==> src/rtl/host_to_breakout_tx_if.sv <==
// Host-side signal bundle for the breakout serializer: frame field inputs and serial outputs.
interface host_to_breakout_tx_if;
    logic        i_enable;
    logic [7:0]  i_port;
    logic        i_acq_running;
    logic        i_acq_reset_done;
    logic [3:0]  i_ledlevel;
    logic [1:0]  i_ledmode;
    logic [1:0]  i_porta_status;
    logic [1:0]  i_portb_status;
    logic [1:0]  i_portc_status;
    logic [1:0]  i_portd_status;
    logic [11:0] i_aio_dir;
    logic [1:0]  i_harp_conf;
    logic [15:0] i_gpio_dir;
    logic        o_clk_s;
    logic        o_d0_s;
    logic        o_frame_start;
    logic        o_busy;

    modport master (
        output i_enable, i_port, i_acq_running, i_acq_reset_done, i_ledlevel, i_ledmode,
               i_porta_status, i_portb_status, i_portc_status, i_portd_status,
               i_aio_dir, i_harp_conf, i_gpio_dir,
        input  o_clk_s, o_d0_s, o_frame_start, o_busy
    );

    modport slave (
        input  i_enable, i_port, i_acq_running, i_acq_reset_done, i_ledlevel, i_ledmode,
               i_porta_status, i_portb_status, i_portc_status, i_portd_status,
               i_aio_dir, i_harp_conf, i_gpio_dir,
        output o_clk_s, o_d0_s, o_frame_start, o_busy
    );
endinterface

==> src/rtl/host_to_breakout_tx.sv <==
// Serializer driving the breakout LVDS_IN pair: free-running forwarded clock plus
// 64-bit MSB-first frames {SYNC, FAST, SLOW}, data updated on forwarded-clock falls.
module host_to_breakout_tx #(
    parameter int unsigned CLK_DIV   = 3,
    parameter logic [7:0]  SYNC_WORD = 8'hB5
) (
    input  logic                  i_clk,
    input  logic                  i_reset,
    host_to_breakout_tx_if.slave  bus
);
    localparam int unsigned DIV_W = (CLK_DIV > 1) ? $clog2(CLK_DIV) : 1;

    typedef enum logic {IDLE, SEND} state_t;

    state_t             state, state_nxt;
    logic [DIV_W-1:0]   div_cnt;
    logic               clk_s;
    logic               div_tc;
    logic               fall;
    logic [63:0]        shift, shift_nxt;
    logic [5:0]         bit_cnt, bit_cnt_nxt;
    logic               busy, busy_nxt;
    logic               frame_start, frame_start_nxt;
    logic [47:0]        slow;
    logic [63:0]        frame;

    assign slow = {bus.i_acq_running, bus.i_acq_reset_done, bus.i_ledlevel, bus.i_ledmode,
                   bus.i_porta_status, bus.i_portb_status, bus.i_portc_status, bus.i_portd_status,
                   bus.i_aio_dir, bus.i_harp_conf, bus.i_gpio_dir, 2'b00};
    assign frame = {SYNC_WORD, bus.i_port, slow};

    assign div_tc = (div_cnt == DIV_W'(CLK_DIV - 1));
    assign fall   = div_tc && clk_s;

    // Divider is never gated so the breakout PLL stays locked across idle periods.
    always_ff @(posedge i_clk or posedge i_reset) begin
        if (i_reset) begin
            div_cnt <= '0;
            clk_s   <= 1'b0;
        end else if (div_tc) begin
            div_cnt <= '0;
            clk_s   <= ~clk_s;
        end else begin
            div_cnt <= div_cnt + DIV_W'(1);
        end
    end

    always_ff @(posedge i_clk or posedge i_reset) begin
        if (i_reset) begin
            state       <= IDLE;
            shift       <= '0;
            bit_cnt     <= '0;
            busy        <= 1'b0;
            frame_start <= 1'b0;
        end else begin
            state       <= state_nxt;
            shift       <= shift_nxt;
            bit_cnt     <= bit_cnt_nxt;
            busy        <= busy_nxt;
            frame_start <= frame_start_nxt;
        end
    end

    // Shift register is cleared whenever idle, so its MSB doubles as the data line.
    always_comb begin
        state_nxt       = state;
        shift_nxt       = shift;
        bit_cnt_nxt     = bit_cnt;
        busy_nxt        = busy;
        frame_start_nxt = 1'b0;
        if (fall) begin
            case (state)
                IDLE: begin
                    if (bus.i_enable) begin
                        shift_nxt       = frame;
                        bit_cnt_nxt     = 6'd63;
                        busy_nxt        = 1'b1;
                        frame_start_nxt = 1'b1;
                        state_nxt       = SEND;
                    end
                end
                SEND: begin
                    if (bit_cnt != 6'd0) begin
                        shift_nxt   = {shift[62:0], 1'b0};
                        bit_cnt_nxt = bit_cnt - 6'd1;
                    end else if (bus.i_enable) begin
                        shift_nxt       = frame;
                        bit_cnt_nxt     = 6'd63;
                        frame_start_nxt = 1'b1;
                    end else begin
                        shift_nxt   = '0;
                        bit_cnt_nxt = 6'd0;
                        busy_nxt    = 1'b0;
                        state_nxt   = IDLE;
                    end
                end
            endcase
        end
    end

    assign bus.o_clk_s       = clk_s;
    assign bus.o_d0_s        = shift[63];
    assign bus.o_frame_start = frame_start;
    assign bus.o_busy        = busy;
endmodule
==> src/flat_wrapper.sv <==
// flat-port wrapper written by rule: the top's interface ports become plain ports
module host_to_breakout_tx_flat 
#(
    parameter int unsigned CLK_DIV   = 3,
    parameter logic [7:0]  SYNC_WORD = 8'hB5
)
  (i_clk, i_reset, bus_i_enable, bus_i_port, bus_i_acq_running, bus_i_acq_reset_done, bus_i_ledlevel, bus_i_ledmode, bus_i_porta_status, bus_i_portb_status, bus_i_portc_status, bus_i_portd_status, bus_i_aio_dir, bus_i_harp_conf, bus_i_gpio_dir, bus_o_clk_s, bus_o_d0_s, bus_o_frame_start, bus_o_busy);
  host_to_breakout_tx_if bus_i ();
  input  logic i_clk;
  input  logic i_reset;
  input wire logic [$bits(bus_i.i_enable)-1:0] bus_i_enable;
  input wire logic [$bits(bus_i.i_port)-1:0] bus_i_port;
  input wire logic [$bits(bus_i.i_acq_running)-1:0] bus_i_acq_running;
  input wire logic [$bits(bus_i.i_acq_reset_done)-1:0] bus_i_acq_reset_done;
  input wire logic [$bits(bus_i.i_ledlevel)-1:0] bus_i_ledlevel;
  input wire logic [$bits(bus_i.i_ledmode)-1:0] bus_i_ledmode;
  input wire logic [$bits(bus_i.i_porta_status)-1:0] bus_i_porta_status;
  input wire logic [$bits(bus_i.i_portb_status)-1:0] bus_i_portb_status;
  input wire logic [$bits(bus_i.i_portc_status)-1:0] bus_i_portc_status;
  input wire logic [$bits(bus_i.i_portd_status)-1:0] bus_i_portd_status;
  input wire logic [$bits(bus_i.i_aio_dir)-1:0] bus_i_aio_dir;
  input wire logic [$bits(bus_i.i_harp_conf)-1:0] bus_i_harp_conf;
  input wire logic [$bits(bus_i.i_gpio_dir)-1:0] bus_i_gpio_dir;
  output wire logic [$bits(bus_i.o_clk_s)-1:0] bus_o_clk_s;
  output wire logic [$bits(bus_i.o_d0_s)-1:0] bus_o_d0_s;
  output wire logic [$bits(bus_i.o_frame_start)-1:0] bus_o_frame_start;
  output wire logic [$bits(bus_i.o_busy)-1:0] bus_o_busy;
  assign bus_i.i_enable = bus_i_enable;
  assign bus_i.i_port = bus_i_port;
  assign bus_i.i_acq_running = bus_i_acq_running;
  assign bus_i.i_acq_reset_done = bus_i_acq_reset_done;
  assign bus_i.i_ledlevel = bus_i_ledlevel;
  assign bus_i.i_ledmode = bus_i_ledmode;
  assign bus_i.i_porta_status = bus_i_porta_status;
  assign bus_i.i_portb_status = bus_i_portb_status;
  assign bus_i.i_portc_status = bus_i_portc_status;
  assign bus_i.i_portd_status = bus_i_portd_status;
  assign bus_i.i_aio_dir = bus_i_aio_dir;
  assign bus_i.i_harp_conf = bus_i_harp_conf;
  assign bus_i.i_gpio_dir = bus_i_gpio_dir;
  assign bus_o_clk_s = bus_i.o_clk_s;
  assign bus_o_d0_s = bus_i.o_d0_s;
  assign bus_o_frame_start = bus_i.o_frame_start;
  assign bus_o_busy = bus_i.o_busy;
  host_to_breakout_tx #(.CLK_DIV(CLK_DIV), .SYNC_WORD(SYNC_WORD)) u_core (.i_clk(i_clk), .i_reset(i_reset), .bus(bus_i));
endmodule
==> config.mk <==
export PLATFORM = sky130hd
export DESIGN_NAME = host_to_breakout_tx_flat
export DESIGN_NICKNAME = d
export VERILOG_FILES = /design/src/rtl/host_to_breakout_tx_if.sv /design/src/rtl/host_to_breakout_tx.sv /design/src/flat_wrapper.sv
export SDC_FILE = /design/constraint.sdc
export NUM_CORES = 1
export LEC_CHECK = 0
export CORE_UTILIZATION = 32
export DETAILED_ROUTE_END_ITERATION = 8
export GPL_TIMING_DRIVEN = 0
export PLACE_DENSITY = 0.51
export SLEW_MARGIN = 20
export SYNTH_ARGS = -nofsm -noshare
export SYNTH_HDL_FRONTEND = slang
export SYNTH_SLANG_ARGS = --single-unit
==> constraint.sdc <==
create_clock -name i_clk -period 6.35 [get_ports i_clk]
set_clock_uncertainty 0.1 [all_clocks]
set_input_delay 1.5875 -clock i_clk [delete_from_list [all_inputs] [get_ports i_clk]]
set_output_delay 1.5875 -clock i_clk [all_outputs]
set_load 0.01 [all_outputs]
==> impl_metrics.csv, run 1 <==
group,metric,value,unit
finish,final_nets,461,
sta,final_hold_viol_count,0,
setup_path,worstPathArrival,3550,ps
synth,yosysTopAreaCell,"dfrtp_1",
power,switchingPower,298,µW
power,pwr-share-seq,49.2,%
setup_path,critPathTopFamily,"buffers and inverters",
power,pwr-share-comb,12.0,%
grt,antenna_found_initial,0,
route,vias,2742,
sta,rsz0062_at_grt,"false",
route,wirelength,8190,µm
synth,synth_area,3480,µm²
clock_network,cts_buffers,9,
clock_network,cts_setup_buffers,0,
floorplan,start_util,33.4,%
setup_path,r2r_cells,8,
clock_network,clockBufferDepth,2,
route,drt_iter0_drc,168,
floorplan,core,10400,µm²
power,swShare,24.4,%
power,pwr_density_cell,269,nW/µm²
setup_path,crit_path_max_fanout,10,
setup_path,slowest_delay,630,ps
synth,synth_top_area_share,53.2,%
grt,overflow,0,
synth,yosysMostFrequentCell,"nor2_1",
floorplan,die_w,106,µm
setup_path,crit_buf_inv,2,
sta,fin_crit,3380,ps
setup_path,rr_startpoint,"u_core.bit_cnt[0]",
synth,synth-seq-cells,74,
worst_hold_path,holdPathStages,1,
sta,setup_violations,0,
sta,holdWs,375,ps
place,place_congestion,0.702,
power,ir_drop,0.0995,mV
outcome,status,"finished, final reports clean",
clock_network,htreeDepth,3,
synth,synth_fp_nets,389,
setup_path,worst_setup_path_start_kind,"input port",
place,portBuffers,60,
sta,final_max_slew_viol_count,0,
grt,grt.total_usage,15.4,%
sta,max_clock_freq,296,MHz
clock_network,ctsHoldBuffers,0,
clock_network,cts.sinks,74,
grt,grt_pass1_wl,13600,µm
finish,syn2layout_area_growth,30.3,%
setup_path,crit_required,6530,ps
grt,grt_max_degree,44,
power,clock_power_share,38.8,%
route,viasPerCell,5.06,
sta,relSlewSlack,50.4,%
sta,fin_crit_sh,53.2,%
finish,diodes,0,
floorplan,die_h,106,µm
finish,final_util,43.6,%
clock_network,clk_pin_slew,80,ps
place,dpl.hpwl,5520,µm
synth,synth_common_cells,"nor2_1 (108), dfrtp_1 (74), a221oi_2 (30)",
setup_path,crit_path_top_delay_cell,"o21ai_1",
sta,finalSetupTns,0,ps
setup_path,path_cells,"clkdlybuf4s50_1, o21ai_1, buf_1, a221oi_2, nor2_1",
power,p_int,923,µW
synth,yosysWarningCount,0,
flow_run,drv_cap,0,
route,drcViolationCount,0,
clock_network,cts_tree,"built",
route,first_pass_iters,4,
synth,syn-instance-count,330,
clock_network,post_cts_resized,0,
synth,ys_seq_area_share,53.2,%
synth,synthTopCellsByArea,"dfrtp_1 (53%), a221oi_2 (13%), nor2_1 (12%)",
grt,grt_pass1_vias,2717,
floorplan,io_pins,61,
setup_path,crit_cells,5,
clock_network,worstSkewPairLatency,350,ps
synth,yosysUniqueCellTypes,33,
worst_hold_path,min_to,"u_core.div_cnt[0]",
setup_path,crit_type,"input port to flip-flop",
sta,worstMarginPinSlew,738,ps
synth,synthArstFlopShare,100,%
setup_path,end_kind,"flip-flop",
power,p_leak,0.00198,µW
worst_hold_path,min_from,"u_core.div_cnt[0]",
clock_network,clockRootBuffer,"clkbuf_8",
synth,synth_ff_type,"dfrtp_1",
power,power,1220,µW
synth,synth_edf_count,0,
synth,synth_area_per_cell,10.6,µm²
worst_hold_path,hold_path.class,"flip-flop to flip-flop",
route,ant_nets,0,
setup_path,r2r_end,"u_core.shift[23]",
floorplan,die_area,11300,µm²
floorplan,rows,37,
route,wire_per_inst,15.1,µm
setup_path,r2r_slack,3960,ps
finish,drive_gt1_share,16.5,%
[cells by family (layout without fill, tap and decap cells)]
| family | count (synthesis) | count (layout) | share of synthesized area (%) |
|---|---|---|---|
| flip-flops | 74 | 74 | 53.2 |
| AND/OR/NAND/NOR | 132 | 132 | 15.5 |
| buffers and inverters | 35 | 111 | 5.39 |
| adder cells (fa/ha/maj) | 2 | 2 | 0.718 |
| XOR/XNOR | 1 | 1 | 0.251 |
| AO/OA/AOI/OAI | 86 | 86 | 25.0 |
[final cells by class]
class,instances,area [µm²]
Clock inverter,6,130
Clock buffer,9,124
Buffer,27,158
Sequential cell,74,1850
Tap cell,136,170
Multi-Input combinational cell,221,1440
Inverter,8,32.5
Timing Repair Buffer,61,628
Fill cell,1026,5880
[per-layer routing]
metal  vias up  wire [µm]  GRT usage [%]
met5         -          0              0
met4         0        145           6.35
met3        13        393           3.31
met2        72       3640           22.4
met1      1326       4010           22.0
li1       1331          -              -
[sequential cells by signal, summed over array words and instances (netlist names)]
signal,count
u_core.bit_cnt,6
u_core.bus.o_busy,1
u_core.bus.o_clk_s,1
u_core.bus.o_frame_start,1
u_core.div_cnt,2
u_core.shift,62
u_core.state,1
[layout by cell type, fill, tap and decap left out, drive strengths merged, types with 4 or more instances in the layout]
cell,instances
clkbuf,15
and3,7
bufinv,4
a221oi,46
nand2b,4
buf,22
a21oi,16
nor2,108
inv,8
a221o,7
a22o,4
clkdlybuf4s50,60
o21ai,6
nand2,7
dfrtp,74
[worst max-delay path by stage]
stage | slack [ps] | end | startpoint
detailed placement | 2570 | u_core.shift[23] | bus_i_enable
global route | 2760 | u_core.shift[31] | bus_i_enable
floorplan | 2780 | u_core.bit_cnt[0] | i_reset
finish | 2970 | u_core.shift[23] | bus_i_enable
CTS | 2930 | u_core.shift[23] | bus_i_enable
global placement | 1320 | u_core.state | i_reset
[metrics by stage]
step	instance area [µm²]	setup slack, ps	std cells
2_1_floorplan	3480	2780	330
3_3_place_gp	4250	1320	526
3_5_place_dp	4280	2570	527
4_1_cts	4540	2930	542
5_1_grt	4540	2760	542
6_report	4540	2970	542
[power groups by stage]
stage          Combinational, µW  Clock, µW  Sequential (µW)
4_1_cts                      149        483              600
3_5_place_dp                 148          0              609
5_1_grt                      169        506              610
2_1_floorplan               89.0          0              596
3_3_place_gp                 142          0              607
6_report                     147        474              600
No activity file was read; power rests on OpenSTA's default activity.
==> run 2, diff against run 1 <==
--- a/config.mk
+++ b/config.mk
@@ -8,7 +8,7 @@
 export CORE_UTILIZATION = 32
 export DETAILED_ROUTE_END_ITERATION = 8
 export GPL_TIMING_DRIVEN = 0
-export PLACE_DENSITY = 0.51
+export PLACE_DENSITY = 0.53
 export SLEW_MARGIN = 20
 export SYNTH_ARGS = -nofsm -noshare
 export SYNTH_HDL_FRONTEND = slang
==> constraint.sdc (replaced) <==
create_clock -name i_clk -period 2.83 [get_ports i_clk]
set_clock_uncertainty 0.1 [all_clocks]
set_input_delay 0.7075 -clock i_clk [delete_from_list [all_inputs] [get_ports i_clk]]
set_output_delay 0.7075 -clock i_clk [all_outputs]
set_load 0.01 [all_outputs]
==> impl_metrics.csv, run 2 (synthesized netlist as in run 1, its figures left out) <==
group,metric,value,unit
outcome,status,"finished, final reports clean",
clock_network,cts.sinks,74,
grt,grt_pass1_vias,2742,
finish,layout_common_cells,"nor2_1 (108), dfrtp_1 (74), clkdlybuf4s50_1 (60)",
sta,fin_crit_sh,88.7,%
power,switchingPower,665,µW
setup_path,rr_startpoint,"u_core.bit_cnt[0]",
setup_path,worstPathArrival,2690,ps
finish,nFillCells,1004,
route,wirelength,8270,µm
finish,largest_reg_flops,62,
floorplan,die_h,106,µm
route,viasPerCell,5.07,
finish,syn2layout_area_growth,30.1,%
power,ir_drop,0.280,mV
place,dpl.hpwl,5550,µm
route,first_pass_iters,4,
route,drt_iter0_drc,163,
finish,drive_gt1_share,16.5,%
power,clock_power_share,38.8,%
power,p_int,2070,µW
sta,max_clock_freq,399,MHz
finish,diodes,0,
floorplan,die_area,11300,µm²
grt,antenna_found_initial,0,
sta,post-route-worst-setup-slack,321,ps
clock_network,cts_tree,"built",
sta,worstMarginPinSlew,715,ps
worst_hold_path,hold_path.class,"flip-flop to flip-flop",
finish,top_register,"u_core.shift",
setup_path,cp_common_cell,"buf_2",
clock_network,clockBufferDepth,2,
route,vias,2747,
setup_path,crit_type,"input port to flip-flop",
sta,rsz0062_at_grt,"false",
grt,grt_pass1_wl,13900,µm
place,place_congestion,0.745,
power,pwr-share-comb,11.9,%
setup_path,startpoint,"bus_i_enable",
route,ant_nets,0,
power,pwr_density_cell,604,nW/µm²
floorplan,core,10400,µm²
clock_network,clk_pin_slew,70,ps
place,dp.cells,527,
floorplan,io_pins,61,
place,pre_cts_slack,-38.7,ps
worst_hold_path,min_from,"u_core.div_cnt[0]",
power,swShare,24.3,%
power,pwr-share-seq,49.3,%
finish,reg_top3,"u_core.shift: 62 flops, u_core.bit_cnt: 6 flops, u_core.div_cnt: 2 flops",
power,p_leak,0.00197,µW
route,wire_per_inst,15.3,µm
setup_path,crit_path_max_fanout,10,
sta,fin_crit,2510,ps
route,drcViolationCount,0,
clock_network,post_cts_resized,0,
floorplan,die_w,106,µm
flow_run,drv_cap,0,
finish,layout_commonest_cell,"nor2_1",
clock_network,ctsHoldBuffers,0,
floorplan,rows,37,
grt,overflow,0,
setup_path,path_cells,"clkdlybuf4s50_1, inv_1, a21boi_0, buf_2, buf_2, nand3_1, nand2_1",
grt,grt.total_usage,15.7,%
floorplan,start_util,33.4,%
setup_path,worst_setup_path_start_kind,"input port",
setup_path,end_kind,"flip-flop",
clock_network,worstSkewPairLatency,350,ps
setup_path,crit_path_top_delay_cell,"clkdlybuf4s50_1",
setup_path,crit_required,3010,ps
clock_network,clockRootBuffer,"clkbuf_8",
sta,setup_violations,0,
clock_network,cts_buffers,9,
sta,finalSetupTns,0,ps
power,power,2730,µW
finish,final_nets,461,
finish,final_util,43.5,%
setup_path,slowest_delay,570,ps
place,portBuffers,60,
sta,final_hold_viol_count,0,
clock_network,htreeDepth,3,
grt,grt_max_degree,43,
sta,relSlewSlack,52.3,%
finish,instances_no_fill,542,
sta,final_max_slew_viol_count,0,
clock_network,cts_setup_buffers,0,
-- run 2: cell types whose count changed in the layout (fill, tap and decap cells not counted) --
cell,change
buf_12,+1
buf_16,-1
-- run 2: path summary, 6_finish.rpt --
check / to / slack (ps) / cells after the start
worst max-delay path: u_core.shift[2] / 320 / 7
worst min-delay path: u_core.div_cnt[0] / 350 / 1
worst max register to register: u_core.shift[25] / 430 / 8
worst min register to register: u_core.div_cnt[0] / 350 / 1
max in group asynchronous: u_core.shift[28] / 1410 / 3
min in group asynchronous: u_core.shift[45] / 670 / 2
-- run 2: power by group through the flow --
stage               Clock [µW]  Combinational [µW]  Sequential, µW
floorplan                    0                 200            1340
detailed placement           0                 330            1370
global placement             0                 317            1360
global route              1130                 377            1370
CTS                       1090                 331            1350
finish                    1060                 325            1350
-- run 2: routing by layer --
layer  wire length [µm]  vias to the layer above  track usage (%)
li1                   -                     1325                -
met1               4220                     1361             22.6
met2               3610                       56             23.2
met3                379                        5             4.23
met4                 66                        0             3.97
met5                  0                        -                0
-- run 2: layout make-up --
cell class / instances / area [µm²] / share of cell area [%]
tap: 136 / 170 / 3.76
clock inverter: 6 / 130 / 2.87
buffer: 27 / 158 / 3.48
sequential: 74 / 1850 / 40.9
timing repair buffer: 61 / 621 / 13.7
multi-input combinational: 221 / 1440 / 31.9
clock buffer: 9 / 124 / 2.73
inverter: 8 / 32.5 / 0.718
-- run 2: critical path: cells and delay by family --
family	cells	cell delay (ps)
buffers and inverters	4	1300
AOI/OAI and AO/OA	1	500
and+or+nand+nor	2	190
-- run 2: stage by stage --
step | cell area, µm² | hold WS [ps]
detailed placement | 4280 | 350
global route | 4530 | 392
global placement | 4250 | 336
CTS | 4530 | 360
floorplan | 3480 | 324
finish | 4530 | 354
==> run 3, diff against run 2 <==
--- a/config.mk
+++ b/config.mk
@@ -9,6 +9,8 @@
 export DETAILED_ROUTE_END_ITERATION = 8
 export GPL_TIMING_DRIVEN = 0
 export PLACE_DENSITY = 0.53
+export SKIP_CTS_REPAIR_TIMING = 1
+export SKIP_LAST_GASP = 1
 export SLEW_MARGIN = 20
 export SYNTH_ARGS = -nofsm -noshare
 export SYNTH_HDL_FRONTEND = slang
==> results of run 3 <==
No change in the layout: final DEF, timing and power equal those of run 2.
